[src/rtl/microwave_pkg.sv]
// Shared constants for the microwave controller: mode encodings and time range.
package microwave_pkg;

    localparam int unsigned TIME_W  = 14;
    localparam int unsigned MAX_SEC = 5999;

    localparam logic [2:0] MODE_IDLE   = 3'd0;
    localparam logic [2:0] MODE_SET    = 3'd1;
    localparam logic [2:0] MODE_RUN    = 3'd2;
    localparam logic [2:0] MODE_STOP   = 3'd3;
    localparam logic [2:0] MODE_FINISH = 3'd4;

    // Codes above FINISH carry no meaning and behave as IDLE.
    function automatic logic [2:0] norm_mode(input logic [2:0] m);
        return (m > MODE_FINISH) ? MODE_IDLE : m;
    endfunction

endpackage

[src/rtl/microwave_tick_gen.sv]
// Sub-second counter: wraps every TICK_CYCLES cycles, flags the last cycle
// of each second (tick) and the first half of each second (half).
module microwave_tick_gen #(
    parameter int unsigned TICK_CYCLES = 100_000_000
) (
    input  logic clk,
    input  logic reset,
    input  logic clear,
    input  logic enable,
    output logic tick_c,
    output logic half_c
);

    localparam int unsigned CNT_W = (TICK_CYCLES > 1) ? $clog2(TICK_CYCLES) : 1;
    localparam logic [CNT_W-1:0] LAST = CNT_W'(TICK_CYCLES - 1);
    localparam logic [CNT_W-1:0] HALF = CNT_W'(TICK_CYCLES / 2);

    logic [CNT_W-1:0] count_q;
    logic [CNT_W-1:0] count_c;
    logic [CNT_W-1:0] count_nxt;

    // Clear acts in the current cycle so the new mode sees phase 0 immediately.
    always_comb begin
        count_c   = clear ? '0 : count_q;
        tick_c    = (count_c == LAST);
        half_c    = (count_c < HALF);
        count_nxt = count_c;
        if (enable) begin
            count_nxt = tick_c ? '0 : count_c + CNT_W'(1);
        end
    end

    always_ff @(posedge clk or posedge reset) begin
        if (reset) begin
            count_q <= '0;
        end else begin
            count_q <= count_nxt;
        end
    end

endmodule

[src/rtl/microwave_timer_ctrl.sv]
// Cook-time controller: edits, counts down and displays the remaining time,
// and drives the heater enable and finish beeper from the mode FSM state.
module microwave_timer_ctrl #(
    parameter int unsigned TICK_CYCLES = 100_000_000,
    parameter int unsigned STEP_SEC    = 10,
    parameter int unsigned QUICK_SEC   = 30,
    parameter int unsigned MAX_SEC     = microwave_pkg::MAX_SEC
) (
    input  logic                              clk,
    input  logic                              reset,
    input  logic [2:0]                        mode,
    input  logic                              btnU,
    input  logic                              btnD,
    input  logic                              door,
    output logic [microwave_pkg::TIME_W-1:0]  run_time,
    output logic [6:0]                        disp_min,
    output logic [5:0]                        disp_sec,
    output logic                              heater_on,
    output logic                              beep
);

    import microwave_pkg::*;

    // One spare bit so additions can be compared against the limit before clamping.
    localparam int unsigned CALC_W = TIME_W + 1;
    localparam logic [CALC_W-1:0] STEP_V  = CALC_W'(STEP_SEC);
    localparam logic [CALC_W-1:0] QUICK_V = CALC_W'(QUICK_SEC);
    localparam logic [CALC_W-1:0] MAX_V   = CALC_W'(MAX_SEC);

    logic              btn_u_d;
    logic              btn_d_d;
    logic [2:0]        mode_d;
    logic [2:0]        mode_c;
    logic              press_u_c;
    logic              press_d_c;
    logic              clear_c;
    logic              enable_c;
    logic              tick_c;
    logic              half_c;
    logic [CALC_W-1:0] rt_wide_c;
    logic [CALC_W-1:0] sum_c;
    logic [TIME_W-1:0] run_time_nxt;
    logic              heater_nxt;
    logic              beep_nxt;

    function automatic logic [TIME_W-1:0] clamp_max(input logic [CALC_W-1:0] v);
        return (v > MAX_V) ? TIME_W'(MAX_V) : TIME_W'(v);
    endfunction

    // Mode decode, button edges and sub-second counter control.
    always_comb begin
        mode_c    = norm_mode(mode);
        press_u_c = btnU & ~btn_u_d;
        press_d_c = btnD & ~btn_d_d;
        clear_c   = (mode_c == MODE_IDLE) || (mode_c == MODE_SET) ||
                    ((mode_c == MODE_FINISH) && (mode_d != MODE_FINISH));
        enable_c  = (mode_c == MODE_RUN) || (mode_c == MODE_FINISH);
    end

    microwave_tick_gen #(
        .TICK_CYCLES (TICK_CYCLES)
    ) u_tick_gen (
        .clk    (clk),
        .reset  (reset),
        .clear  (clear_c),
        .enable (enable_c),
        .tick_c (tick_c),
        .half_c (half_c)
    );

    // Remaining-time update and the output decodes that depend on it.
    always_comb begin
        rt_wide_c    = CALC_W'(run_time);
        sum_c        = rt_wide_c;
        run_time_nxt = run_time;
        case (mode_c)
            MODE_SET: begin
                if (press_u_c && !press_d_c) begin
                    sum_c        = rt_wide_c + STEP_V;
                    run_time_nxt = clamp_max(sum_c);
                end else if (press_d_c && !press_u_c) begin
                    run_time_nxt = (rt_wide_c >= STEP_V) ? TIME_W'(rt_wide_c - STEP_V) : '0;
                end
            end
            MODE_RUN: begin
                sum_c        = rt_wide_c - CALC_W'(tick_c && (run_time != '0))
                             + (press_u_c ? QUICK_V : '0);
                run_time_nxt = clamp_max(sum_c);
            end
            MODE_STOP: run_time_nxt = run_time;
            default:   run_time_nxt = '0;
        endcase
        heater_nxt = (mode_c == MODE_RUN) && !door && (run_time_nxt != '0);
        beep_nxt   = (mode_c == MODE_FINISH) && half_c;
    end

    always_ff @(posedge clk or posedge reset) begin
        if (reset) begin
            btn_u_d   <= 1'b0;
            btn_d_d   <= 1'b0;
            mode_d    <= MODE_IDLE;
            run_time  <= '0;
            disp_min  <= '0;
            disp_sec  <= '0;
            heater_on <= 1'b0;
            beep      <= 1'b0;
        end else begin
            btn_u_d   <= btnU;
            btn_d_d   <= btnD;
            mode_d    <= mode_c;
            run_time  <= run_time_nxt;
            disp_min  <= 7'(run_time / TIME_W'(60));
            disp_sec  <= 6'(run_time % TIME_W'(60));
            heater_on <= heater_nxt;
            beep      <= beep_nxt;
        end
    end

endmodule
[config.mk]
export PLATFORM = sky130hd
export DESIGN_NAME = microwave_timer_ctrl
export DESIGN_NICKNAME = d
export VERILOG_FILES = /design/src/rtl/microwave_pkg.sv /design/src/rtl/microwave_tick_gen.sv /design/src/rtl/microwave_timer_ctrl.sv
export SDC_FILE = /design/constraint.sdc
export NUM_CORES = 1
export LEC_CHECK = 0
export CAP_MARGIN = 20
export CORE_MARGIN = 5
export CORE_UTILIZATION = 57
export DETAILED_ROUTE_END_ITERATION = 8
export PLACE_DENSITY_LB_ADDON = 0.15
export REMOVE_ABC_BUFFERS = 1
export SYNTH_ARGS = -nofsm -noshare
export SYNTH_HDL_FRONTEND = slang
export SYNTH_SLANG_ARGS = --single-unit
[constraint.sdc]
create_clock -name clk -period 7.4 [get_ports clk]
set_input_delay 1.11 -clock clk [delete_from_list [all_inputs] [get_ports clk]]
set_output_delay 1.11 -clock clk [all_outputs]
set_load 0.02 [all_outputs]
Word-level counts from Yosys, hierarchy flattened --
Index checks and enable logic that the tools add are counted.
Storage, ports and cells: flip-flop bits (word level) 61, input port bits 8, output and inout bits 29, word-level logic and storage cells 58
Cells by class: $add $sub $neg 5, divide/modulo/power cells 2, order comparisons 5, eq/ne operators 6, mux-type cells 11, bitwise gates (word level) 4, reductions and logical operators 16
Operator list (number):
- $mux W27 | 3
- $mux W14 | 5
- $pmux W14 S3 | 1
- $gt A15 B13 Y1 const B | 2
- $reduce_bool A14 Y1 | 2
- $add A27 B1 Y27 const B | 1
- $eq A27 B27 Y1 const B | 1
- $lt A27 B26 Y1 const B | 1
- $add A14 B4 Y15 const B | 1
- $add A15 B5 Y15 | 1
- $sub A14 B1 Y15 | 1
- $div A14 B6 Y14 const B | 1
- $ge A14 B4 Y1 const B | 1
- $mod A14 B6 Y14 const B | 1
- $sub A14 B4 Y14 const B | 1
- $logic_and A1 B1 Y1 | 7
- $eq A3 B2 Y1 const B | 2
- $mux W5 | 1
- $eq A3 B1 Y1 const B | 1
- $eq A3 B3 Y1 const B | 1
- $gt A3 B3 Y1 const B | 1
- $logic_not A1 Y1 | 3
- $logic_not A3 Y1 | 1
- $logic_or A1 B1 Y1 | 3
- 4 further kinds | 6

Longest topological paths before layout --
depth in word-level cells 15, gate-level depth with buffers 38, mapped depth without buffers 37

Cells and area by module --
Synthesis repeated with hierarchy kept, for this count alone.
Second synthesis, totals: cells, all modules 1060, area, all modules 8209.1 µm²
Modules (own cells, without submodules):
- microwave_timer_ctrl | times used 1, cells each 879, area an instance 6548.8 µm²
- microwave_tick_gen | times used 1, cells each 181, area an instance 1660.3 µm²

Worst setup path after synthesis --
OpenSTA, ideal clock, no wires.
kind reg-to-reg, start reg run_time[2] (netlist bit), end reg disp_sec[5], setup time 140 ps, data arrival time 7736 ps, data required time 7260 ps, slack -477 ps, cell stages (with the launch flop) 30, buffers on the path 3, period minus slack after synthesis 7877 ps, path through dfrtp_1 -> clkbuf_1 -> clkinv_1 -> ha_1 -> or4b_4 -> buf_6 -> nor2_2 -> nand4_2 -> or4b_4 -> o211ai_2 -> a21oi_2 -> mux2_4 -> xnor2_2 -> a2bb2oi_2 -> o31a_1 -> mux2_4 -> a211oi_2 -> mux2i_1 -> nand2_1 -> a22o_1 -> o22a_4 -> a211oi_2 -> xnor2_1 -> nand3_1 -> or2_1 -> buf_6 -> a22o_2 -> xnor2_2 -> a2111oi_2 -> o22ai_1
Between the ends: word-level cells in the longest chain between the ends 1
Ends and longest elaborated chain:
- start: declaration | RTL line microwave_timer_ctrl.sv:15 | output logic [microwave_pkg::TIME_W-1:0] run_time,
- start signal: assignment | RTL line microwave_timer_ctrl.sv:111 | run_time <= run_time_nxt;
- $mod A14 B6 Y14 | RTL line microwave_timer_ctrl.sv:113 | disp_sec <= 6'(run_time % TIME_W'(60));
- end signal: assignment | RTL line microwave_timer_ctrl.sv:113
- end: declaration | RTL line microwave_timer_ctrl.sv:17 | output logic [5:0] disp_sec,
No other way between the ends.

Final worst setup path --
start reg run_time[7] (netlist bit), end reg disp_sec[5]
Same word-level chain as after synthesis.

==> flow_metrics.tcl <==
set metrics [dict create \
    numPortBuffers 36 \
    placed_cells 1252 \
    status "finished clean" \
    finalCriticalPeriod_ns 7.363 \
    slowest_delay_ns 0.56 \
    clock_sinks 61 \
    crit_path_start "run_time[7]$_DFF_PP0_" \
    finalCritPeriodShare_pct 99.50 \
    postRouteAntennaNets 0 \
    worst_pin_slew_ns 1.053 \
    design.die.area_um2 15730 \
    grt_pass1_vias 7511 \
    synth_cell_type_count 105 \
    track_usage_pct 28.45 \
    cts_tree "built" \
    core_um2 13140 \
    ir_drop_v 0.0001412 \
    cap_viol_max_count 0 \
    yosys_warnings 0 \
    yosysTopAreaCellShare_pct 20.11 \
    fin_cells 1303 \
    yosysTopAreaCell "dfrtp_1" \
    clk_pin_slew_worst_paths_ns 0.06 \
    diodes 0 \
    clockRootBuffer "clkbuf_16" \
    drc 0 \
    overflow 0 \
    syn_area_per_cell_um2 7.875 \
    dp_hpwl_mm 17.44 \
    synthCells 964 \
    tns_ns 0 \
    insertion_delay_ns 0.34 \
    clockBufferDepth 2 \
    worst_path_max_delay_cell "or4b_4" \
    initial_core_util_pct 57.78 \
    ys_async_sr_fraction_pct 100.0 \
    worstHoldPathType "register to register" \
    fmax_ghz 0.1358 \
    crit_fanout 6 \
    stdcell_area_um2 9937 \
    netlist_area_um2 7591 \
    rsz0062_at_grt "yes" \
    drt_wl_total_mm 24.30 \
    h-tree-depth 3 \
    grt_first_pass_wirelength_mm 37.80 \
    grt_antenna_before_repair 0 \
    drv_slew 0 \
    fin_nets 1179 \
    critPathRequiredTime_ns 7.61 \
    p_leak_nw 4.056 \
    syn2layout_area_growth_pct 30.90 \
    worstSetupPathType "register to register" \
    synth-seq-cells 61 \
    ys.flop_type "dfrtp_1" \
    via_per_inst 6.357 \
    hold_start "u_tick_gen.count_q[15]$_DFF_PP0_" \
    endpoint_kind "register" \
    drive_gt1_share_pct 27.42 \
    synth-edff-count 0 \
    skew_ns 0.009091 \
    rows 42 \
    io_pins 37 \
    die_w_um 125.4 \
    num-fill-cells 957 \
    first_pass_iters 6 \
    dr_total_vias 8283 \
    grt_max_degree 62 \
    start_kind "register" \
    r2r_start "run_time[7]$_DFF_PP0_" \
    cts_buffers 9 \
    gp_congestion 0.9796 \
    ys_seq_area_share_pct 20.11 \
    slew_headroom_pct 28.85 \
    finalHoldViolCount 0 \
    p_per_area_nw_per_um2 227.9 \
    dpl-instance-area_um2 8815 \
    die_h_um 125.4 \
    wl_per_cell_um 18.65 \
    crit_arrival_ns 7.57 \
    setup_viol 0 \
    initialDrtViolationCount 948 \
    synth_area_leaders "dfrtp_1, ha_1, xnor2_1, nand2_1, nor2_1" \
]
## per-stage QoR
step	total power, W	worst slack [ns]	hold slack (ns)	util, %
after detailed placement	0.001590	-0.1935	0.5338	67.10
after global placement	0.001580	-0.07950	0.5149	67.10
after global routing	0.002393	-0.1989	0.5682	75.64
final	0.002264	0.03732	0.5405	75.64
after CTS	0.002042	0.04224	0.5466	70.32
after floorplan	0.001198	-0.5898	0.4978	-
## layout by cell type, fill, tap and decap left out, drive strengths merged, types with 12 or more instances in the layout
cell / count
a211oi: 13
a21o: 13
a21oi: 60
and2: 20
and3: 12
buf: 143
clkdlybuf4s50: 36
dfrtp: 61
ha: 48
inv: 42
mux2i: 13
nand2: 93
nand3: 45
nand4: 19
nor2: 96
nor3: 34
o211ai: 19
o21ai: 71
o31ai: 13
or2: 12
or3: 15
xnor2: 47
xor2: 24
## cell families after synthesis
| logic type | synth area share (%) |
|---|---|
| simple gates | 27.18 |
| compound gates | 28.47 |
| buf+inv | 4.368 |
| xor+xnor | 8.686 |
| flops | 20.11 |
| fa+ha+maj | 8.175 |
| mux | 3.016 |
## power by group
group / total, W / switching, W / internal, W
registers: 0.000383 / 0.0000151 / 0.000368
logic: 0.00146 / 0.000824 / 0.000632
clock network: 0.000425 / 0.000163 / 0.000262
total: 0.00226 / 0.00100 / 0.00126
## synth_stat cells (4+ instances only)
master	instances
a211oi_1	4
a211oi_2	7
a21boi_0	4
a21o_1	13
a21oi_1	55
a21oi_2	4
a221oi_1	4
a22oi_1	5
a31oi_1	9
and2_1	19
and3_1	12
buf_6	6
clkbuf_1	23
dfrtp_1	61
ha_1	48
inv_1	39
mux2_2	4
mux2i_1	12
nand2_1	93
nand2b_1	11
nand3_1	43
nand4_1	18
nor2_1	93
nor2b_1	8
nor3_1	30
nor3_2	4
nor3b_1	5
nor4_1	5
o211ai_1	17
o21a_1	4
o21ai_0	55
o21ai_1	12
o21ai_2	4
o21bai_1	6
o221ai_1	4
o22ai_1	11
o311a_1	4
o311ai_1	4
o31a_1	4
o31ai_1	10
or2_2	8
or3_1	15
xnor2_1	42
xnor2_2	5
xor2_1	24
## repair_timing
item,in CTS,in global routing
endpoints found under the setup margin,5,6
hold buffers,0,0
pin swaps,12,41
resized for setup,20,91
setup buffers,3,32
endpoints found under the hold margin,0,0
## final timing paths
check,to,slack (ns),cells after the start
worst min-delay path,u_tick_gen.count_q[15]$_DFF_PP0_,0.54,2
worst max-delay path,disp_sec[5]$_DFF_PP0_,0.04,28
min in group asynchronous,disp_sec[4]$_DFF_PP0_,1.34,3
worst min register to register,u_tick_gen.count_q[15]$_DFF_PP0_,0.54,2
max in group asynchronous,run_time[10]$_DFF_PP0_,5.52,3
worst max register to register,disp_sec[5]$_DFF_PP0_,0.04,28
## worst max-delay path: cells and delay by family, from the launching register on
kind                     cells  cell delay (ns)
multiplexers                 1             0.18
adder cells (fa/ha/maj)      1             0.31
buffers and inverters        3             0.52
AO/OA/AOI/OAI               14             3.15
AND/OR/NAND/NOR              7             2.33
XOR/XNOR                     2             0.37
flip-flops                   1             0.38
## flip-flops by register name (all words and copies together), names as in the netlist
signal and cells:
beep 1, btn_d_d 1, btn_u_d 1, disp_min 7, disp_sec 6, heater_on 1
mode_d 3, run_time 14, u_tick_gen.count_q 27
## layout make-up
| cell class | instances | area [µm²] | share of cell area [%] |
|---|---|---|---|
| Multi-Input combinational cell | 828 | 6270 | 63.09 |
| Sequential cell | 61 | 1528 | 15.37 |
| Timing Repair Buffer | 179 | 1454 | 14.63 |
| Clock buffer | 9 | 225.2 | 2.266 |
| Tap cell | 176 | 220.2 | 2.216 |
| Inverter | 43 | 165.2 | 1.662 |
| Clock inverter | 7 | 75.07 | 0.7555 |
## layer usage
layer | up-vias | GRT usage, % | part of all wire [%]
li1 | 3889 | - | -
met1 | 3911 | 39.14 | 42
met2 | 407 | 46.82 | 48
met3 | 76 | 4.051 | 6.7
met4 | 0 | 8.099 | 2.9
met5 | - | 0 | 0
Power figures use the tool's default switching activity.
